[config.mk]
export PLATFORM = sky130hd
export DESIGN_NAME = uart_boot_rx
export DESIGN_NICKNAME = d
export VERILOG_FILES = /design/src/rtl/uart_boot_rx.sv
export SDC_FILE = /design/constraint.sdc
export NUM_CORES = 1
export LEC_CHECK = 0
export CELL_PAD_IN_SITES_DETAIL_PLACEMENT = 0
export CELL_PAD_IN_SITES_GLOBAL_PLACEMENT = 1
export CORE_MARGIN = 2
export CORE_UTILIZATION = 33
export DETAILED_ROUTE_END_ITERATION = 8
export GPL_TIMING_DRIVEN = 0
export HOLD_SLACK_MARGIN = 0.06
export MAX_ROUTING_LAYER = met4
export PLACE_DENSITY_LB_ADDON = 0.1
export SETUP_SLACK_MARGIN = 0.05
export SLEW_MARGIN = 20
export SYNTH_ARGS = -nofsm -noshare
export SYNTH_HDL_FRONTEND = slang
export SYNTH_SLANG_ARGS = --single-unit
[constraint.sdc]
create_clock -name clk -period 6.5 [get_ports clk]
set_input_delay 1.3 -clock clk [delete_from_list [all_inputs] [get_ports clk]]
set_output_delay 1.3 -clock clk [all_outputs]
set_load 0.005 [all_outputs]
[src/rtl/uart_boot_rx.sv]
// uart_boot_rx
// Boot-path serial receiver. It synchronises the asynchronous RX pin and
// deserialises 8N1 frames. Consecutive bytes are packed little-endian into
// BITS-wide words, which are queued in a small first-word-fall-through FIFO.
//
// Ports
//   clk        system clock
//   rst        synchronous active-high reset
//   RX         asynchronous UART line, idle high
//   flush      one-cycle pulse: drop the partial word and all queued words
//   clr_err    clears the sticky frame_err / overflow flags
//   word_rdy   downstream accepts word_data this cycle
//   word_vld   FIFO non-empty, word_data valid
//   word_data  FIFO head word
//   frame_err  sticky: a stop bit was sampled low
//   overflow   sticky: a completed word was dropped on a full FIFO
//   rx_busy    receive FSM is not idle
module uart_boot_rx #(
    parameter int BAUD_DIV   = 434,
    parameter int BITS       = 32,
    parameter int FIFO_DEPTH = 4
) (
    input  logic            clk,
    input  logic            rst,
    input  logic            RX,
    input  logic            flush,
    input  logic            clr_err,
    input  logic            word_rdy,
    output logic            word_vld,
    output logic [BITS-1:0] word_data,
    output logic            frame_err,
    output logic            overflow,
    output logic            rx_busy
);

    localparam int CNT_W  = $clog2(BAUD_DIV);
    localparam int LANES  = BITS / 8;
    localparam int LANE_W = (LANES > 1) ? $clog2(LANES) : 1;
    localparam int AW     = (FIFO_DEPTH > 1) ? $clog2(FIFO_DEPTH) : 1;

    localparam logic [CNT_W-1:0]  HALF_LOAD = CNT_W'(BAUD_DIV / 2 - 1);
    localparam logic [CNT_W-1:0]  FULL_LOAD = CNT_W'(BAUD_DIV - 1);
    localparam logic [CNT_W-1:0]  CNT_ONE   = CNT_W'(1);
    localparam logic [LANE_W-1:0] LAST_LANE = LANE_W'(LANES - 1);
    localparam logic [LANE_W-1:0] LANE_ONE  = LANE_W'(1);
    localparam logic [AW:0]       PTR_ONE   = (AW + 1)'(1);

    typedef enum logic [2:0] {
        S_IDLE,
        S_START,
        S_DATA,
        S_STOP,
        S_WAIT_HIGH
    } state_t;

    // ------------------------------------------------------------------
    // RX synchroniser; both stages reset to the idle level so a reset
    // never looks like a start bit.
    // ------------------------------------------------------------------
    logic rx_meta_reg;
    logic rx_s_reg;

    always_ff @(posedge clk) begin
        if (rst) begin
            rx_meta_reg <= 1'b1;
            rx_s_reg    <= 1'b1;
        end else begin
            rx_meta_reg <= RX;
            rx_s_reg    <= rx_meta_reg;
        end
    end

    // ------------------------------------------------------------------
    // Receive FSM
    // ------------------------------------------------------------------
    state_t           state_reg, state_next;
    logic [CNT_W-1:0] bit_cnt_reg, bit_cnt_next;
    logic [2:0]       bit_idx_reg, bit_idx_next;
    logic [7:0]       rx_byte_reg, rx_byte_next;
    logic             byte_done;
    logic             frame_bad;
    logic             tick;

    assign tick = (bit_cnt_reg == '0);

    always_ff @(posedge clk) begin
        if (rst) begin
            state_reg   <= S_IDLE;
            bit_cnt_reg <= '0;
            bit_idx_reg <= '0;
            rx_byte_reg <= '0;
        end else begin
            state_reg   <= state_next;
            bit_cnt_reg <= bit_cnt_next;
            bit_idx_reg <= bit_idx_next;
            rx_byte_reg <= rx_byte_next;
        end
    end

    always_comb begin
        state_next   = state_reg;
        bit_cnt_next = bit_cnt_reg;
        bit_idx_next = bit_idx_reg;
        rx_byte_next = rx_byte_reg;
        byte_done    = 1'b0;
        frame_bad    = 1'b0;
        case (state_reg)
            S_IDLE: begin
                if (!rx_s_reg) begin
                    state_next   = S_START;
                    bit_cnt_next = HALF_LOAD;
                end
            end
            S_START: begin
                if (tick) begin
                    if (rx_s_reg) begin
                        // line went back high before mid-bit: glitch
                        state_next = S_IDLE;
                    end else begin
                        state_next   = S_DATA;
                        bit_cnt_next = FULL_LOAD;
                        bit_idx_next = '0;
                    end
                end else begin
                    bit_cnt_next = bit_cnt_reg - CNT_ONE;
                end
            end
            S_DATA: begin
                if (tick) begin
                    rx_byte_next = {rx_s_reg, rx_byte_reg[7:1]};
                    bit_cnt_next = FULL_LOAD;
                    bit_idx_next = bit_idx_reg + 3'd1;
                    if (bit_idx_reg == 3'd7) begin
                        state_next = S_STOP;
                    end
                end else begin
                    bit_cnt_next = bit_cnt_reg - CNT_ONE;
                end
            end
            S_STOP: begin
                if (tick) begin
                    if (rx_s_reg) begin
                        byte_done  = 1'b1;
                        state_next = S_IDLE;
                    end else begin
                        frame_bad  = 1'b1;
                        state_next = S_WAIT_HIGH;
                    end
                end else begin
                    bit_cnt_next = bit_cnt_reg - CNT_ONE;
                end
            end
            S_WAIT_HIGH: begin
                // a held break must not be mistaken for a new start bit
                if (rx_s_reg) begin
                    state_next = S_IDLE;
                end
            end
            default: state_next = S_IDLE;
        endcase
    end

    assign rx_busy = (state_reg != S_IDLE);

    // ------------------------------------------------------------------
    // Byte packer. asm_next is the assembly register with the incoming
    // byte already merged, so the pushed word includes the final byte.
    // ------------------------------------------------------------------
    logic [LANE_W-1:0] byte_idx_reg;
    logic [BITS-1:0]   asm_reg;
    logic [BITS-1:0]   asm_next;
    logic              last_lane;
    logic              push_req;

    assign last_lane = (byte_idx_reg == LAST_LANE);
    assign push_req  = byte_done && last_lane && !flush;

    for (genvar gi = 0; gi < LANES; gi++) begin : g_lane
        assign asm_next[gi*8 +: 8] = (byte_done && byte_idx_reg == LANE_W'(gi))
                                   ? rx_byte_reg : asm_reg[gi*8 +: 8];
    end

    always_ff @(posedge clk) begin
        if (rst || flush) begin
            byte_idx_reg <= '0;
            asm_reg      <= '0;
        end else begin
            asm_reg <= asm_next;
            if (frame_bad) begin
                byte_idx_reg <= '0;
            end else if (byte_done) begin
                byte_idx_reg <= last_lane ? '0 : byte_idx_reg + LANE_ONE;
            end
        end
    end

    // ------------------------------------------------------------------
    // Word FIFO (first-word-fall-through). Pointers carry one extra bit
    // to tell full from empty.
    // ------------------------------------------------------------------
    logic [AW:0]           wr_ptr_reg, rd_ptr_reg;
    logic [BITS-1:0]       mem_reg [FIFO_DEPTH];
    logic [FIFO_DEPTH-1:0] mem_we;
    logic                  empty, full, pop, push_ok, push_drop;

    assign empty     = (wr_ptr_reg == rd_ptr_reg);
    assign full      = (wr_ptr_reg[AW] != rd_ptr_reg[AW]) &&
                       (wr_ptr_reg[AW-1:0] == rd_ptr_reg[AW-1:0]);
    assign word_vld  = !empty;
    assign pop       = word_vld && word_rdy;
    // a pop in the same cycle frees the slot the push lands in
    assign push_ok   = push_req && (!full || pop);
    assign push_drop = push_req && full && !pop;

    for (genvar gi = 0; gi < FIFO_DEPTH; gi++) begin : g_we
        assign mem_we[gi] = push_ok && (wr_ptr_reg[AW-1:0] == AW'(gi));
    end

    always_ff @(posedge clk) begin
        if (rst) begin
            for (int i = 0; i < FIFO_DEPTH; i++) begin
                mem_reg[i] <= '0;
            end
        end else begin
            for (int i = 0; i < FIFO_DEPTH; i++) begin
                if (mem_we[i]) begin
                    mem_reg[i] <= asm_next;
                end
            end
        end
    end

    always_ff @(posedge clk) begin
        if (rst || flush) begin
            wr_ptr_reg <= '0;
            rd_ptr_reg <= '0;
        end else begin
            if (push_ok) begin
                wr_ptr_reg <= wr_ptr_reg + PTR_ONE;
            end
            if (pop) begin
                rd_ptr_reg <= rd_ptr_reg + PTR_ONE;
            end
        end
    end

    assign word_data = mem_reg[rd_ptr_reg[AW-1:0]];

    // ------------------------------------------------------------------
    // Sticky error flags; a new event wins over a simultaneous clear.
    // ------------------------------------------------------------------
    logic frame_err_reg;
    logic overflow_reg;

    always_ff @(posedge clk) begin
        if (rst) begin
            frame_err_reg <= 1'b0;
            overflow_reg  <= 1'b0;
        end else begin
            if (frame_bad) begin
                frame_err_reg <= 1'b1;
            end else if (clr_err) begin
                frame_err_reg <= 1'b0;
            end
            if (push_drop) begin
                overflow_reg <= 1'b1;
            end else if (clr_err) begin
                overflow_reg <= 1'b0;
            end
        end
    end

    assign frame_err = frame_err_reg;
    assign overflow  = overflow_reg;

endmodule
==> impl_metrics.ini <==
[cts]
clk_latency_ps = 440
htree_levels = 4
cts_tree = done
cts_resized = 0
clk_pin_slew_ps = 80
cts_buffers = 17
root_buffer = clkbuf_16
postCtsSetupRepairBufs = 0
clock-sinks = 189
cts_max_path_buffers = 2
cts_hold_buf = 0

[synth]
syn_nets = 683
synth.top_cells.by_count = 131 x a21oi_1, 128 x edfxtp_1, 61 x dfxtp_1
ys_ff_latch = 189
syn-cell-area_mm2 = 0.008376
synth-simple-area-share_pct = 10.17
synth_async_sr_flop_share_pct = 0
synth_xor_xnor_area_share_pct = 0.6274
yosysMostFrequentCell = a21oi_1
synth_warnings = 0
synth_edf_count = 128
yosysTopAreaCell = edfxtp_1
synth_compound_area_share_pct = 13.44
synthTopCellsByArea = edfxtp_1 46%, dfxtp_1 15%, mux4_2 8.6%, a21oi_1 7.8%, and2_1 2.5%
synth.area.mux_share_pct = 10.04
synth.avg_cell_area_um2 = 12.59
synthAdderAreaFrac_pct = 1.793
synth_top_area_share_pct = 45.89
synthDistinctLibCells = 58
synth_seq_area_share_pct = 60.47
netlist_instances = 665
synth_top_flop_cell = edfxtp_1
synth_top_family_by_area = compound AO/OA/AOI/OAI gates

[timing]
fin_skew_ps = 17.01
timing.final.crit_share_pct = 60.59
grt_setup_unrepaired = no
fin_tns_setup_ps = 0
post-route-min-period_ps = 3939
hold_violations = 0
tightestPinTransition_ps = 744.6
whs_ps = 411.4
setup_viol = 0
maxSlewViolCount = 0
fmax_mhz = 253.9
slew-limit-headroom_pct = 49.94

[final_layout]
fin_nets = 746
largest_reg_flops = 128
utilization_pct = 39.49
design_area_mm2 = 0.009887
area_growth_pct = 18.05
diodes = 0
final_cell_count_no_fill = 1071
drive_gt1_share_pct = 12.42

[placed_design]
place_area_mm2 = 0.009304
post-dp-hpwl_mm = 14.77
gp_congestion = 0.7859
placed_cells = 1039
numPortBuffers = 40

[worst_setup_path]
r2r-end = mem_reg[2][24]$_SDFFCE_PN0P_
slowest_delay_ps = 610
rr_worst_depth = 7
critical_path.startpoint_type = flop
crit_type = reg -> out
cp.required_ps = 5200
cp_slowest_cell = mux4_2
rrSetupSlack_ps = 2760
crit_family = buffers and inverters
crit_cells = 4
critPathCaptureType = primary output
worstPathMaxFanout = 10
r2r_start = bit_cnt_reg[0]$_SDFFE_PP0P_
cp_cell_sequence = clkbuf_1 > buf_2 > mux4_2 > clkdlybuf4s50_1
critical_path_arrival_ps = 2640
cp_num_buf_inv = 3

[route]
topRoutingLayerUsed = met4
drt_iter0_markers = 310
final_antenna_net_count = 0
num_vias = 5721
wl_per_cell_um = 21.11
wirelength_mm = 22.61
wl_met2_mm = 10.82
drt-met1-wl_mm = 10.56
via_per_inst = 5.342
met3_length_um = 924
first_pass_iters = 4
drcViolationCount = 0

[floorplanning]
start_util_pct = 33.45
core_area_mm2 = 0.02504
io_pins = 42
die_area_mm2 = 0.02667
die_w_um = 163.3
die_y_um = 163.3
rows = 58

[min_path]
hold_start = rx_meta_reg$_SDFF_PP1_
whs_endpoint = rx_s_reg$_SDFF_PP1_
min_path_cells = 1
hp-class = reg -> reg

[power_and_ir_drop]
p_per_area_mw_per_mm2 = 259.1
peakVddDrop_v = 0.0001338
p_leak_nw = 3.160

[grt]
grt_first_pass_wirelength_mm = 34.88
grt_max_degree = 19
grt_pass1_vias = 5799
grt_overflow = 0
grtUsageTotal_pct = 18.32
antenna_found_initial = 0

[job]
max_cap_viol_count = 0

[outcome]
outcome = finished clean
-- final cells by class --
cell class                 instances  area (µm²)
fill                            2418       15150
multi-input combinational        407        3027
tap                              330       412.9
clock buffer                      18       429.2
inverter                          15       56.30
sequential                       189        5065
clock inverter                    14       153.9
timing repair buffer              44       510.5
buffer                            54       232.7
-- through the flow --
stage | total power [mW] | setup slack (ps)
global placement | 1.534 | 2052
detailed placement | 1.545 | 2806
floorplan | 1.470 | 3566
CTS | 2.587 | 2513
global route | 2.656 | 2365
finish | 2.562 | 2561
-- placed cells by master (no fill, tap or decap), types with 4 or more instances in the layout --
cell type and count:
and2_1 34, and4_1 6, nand2_1 11, o21ai_1 20, nand4_1 10, ha_1 12
or3_1 7, clkbuf_16 17, a21oi_1 131, xor2_1 5, nand3_1 29, o31ai_1 4
a21o_2 4, clkdlybuf4s50_1 40, nor2_1 24, o21ai_0 5, buf_2 9, a22oi_1 4
or4_1 4, dfxtp_1 61, clkbuf_1 41, mux4_2 32, buf_16 4, inv_6 5
nor4_1 4, inv_1 15, nor3_1 4, edfxtp_1 128, mux2i_1 12
-- per-layer routing --
metal	vias up	track usage [%]
li1	2695	-
met1	2865	24.30
met2	139	29.11
met3	22	2.895
met4	0	5.430
met5	-	-
-- worst max path at each step --
| stage | from | end | slack [ps] |
|---|---|---|---|
| after detailed placement | word_rdy | mem_reg[3][8]$_SDFFCE_PN0P_ | 2810 |
| after CTS | flop | word_data[2] | 2510 |
| after floorplan | rst | mem_reg[0][0]$_SDFFCE_PN0P_ | 3570 |
| after global placement | bit_cnt_reg[0]$_SDFFE_PP0P_ | mem_reg[3][16]$_SDFFCE_PN0P_ | 2050 |
| after global routing | flop | word_data[2] | 2360 |
| final | flop | word_data[2] | 2560 |
-- cells by family (layout without fill, tap and decap cells) --
family          after synthesis  count (layout)
xor+xnor                      6               6
mux                          44              44
compound gates              197             197
buf+inv                      69             145
simple gates                148             148
fa+ha+maj                    12              12
flops                       189             189
-- power by group --
part	internal (mW)	switching (mW)	total [mW]	leakage (nW)
registers	1.32	0.0193	1.34	1.76
clock network	0.544	0.503	1.05	0.276
logic	0.0739	0.103	0.177	1.12
Note: power is estimated with default switching activity, not from simulation.
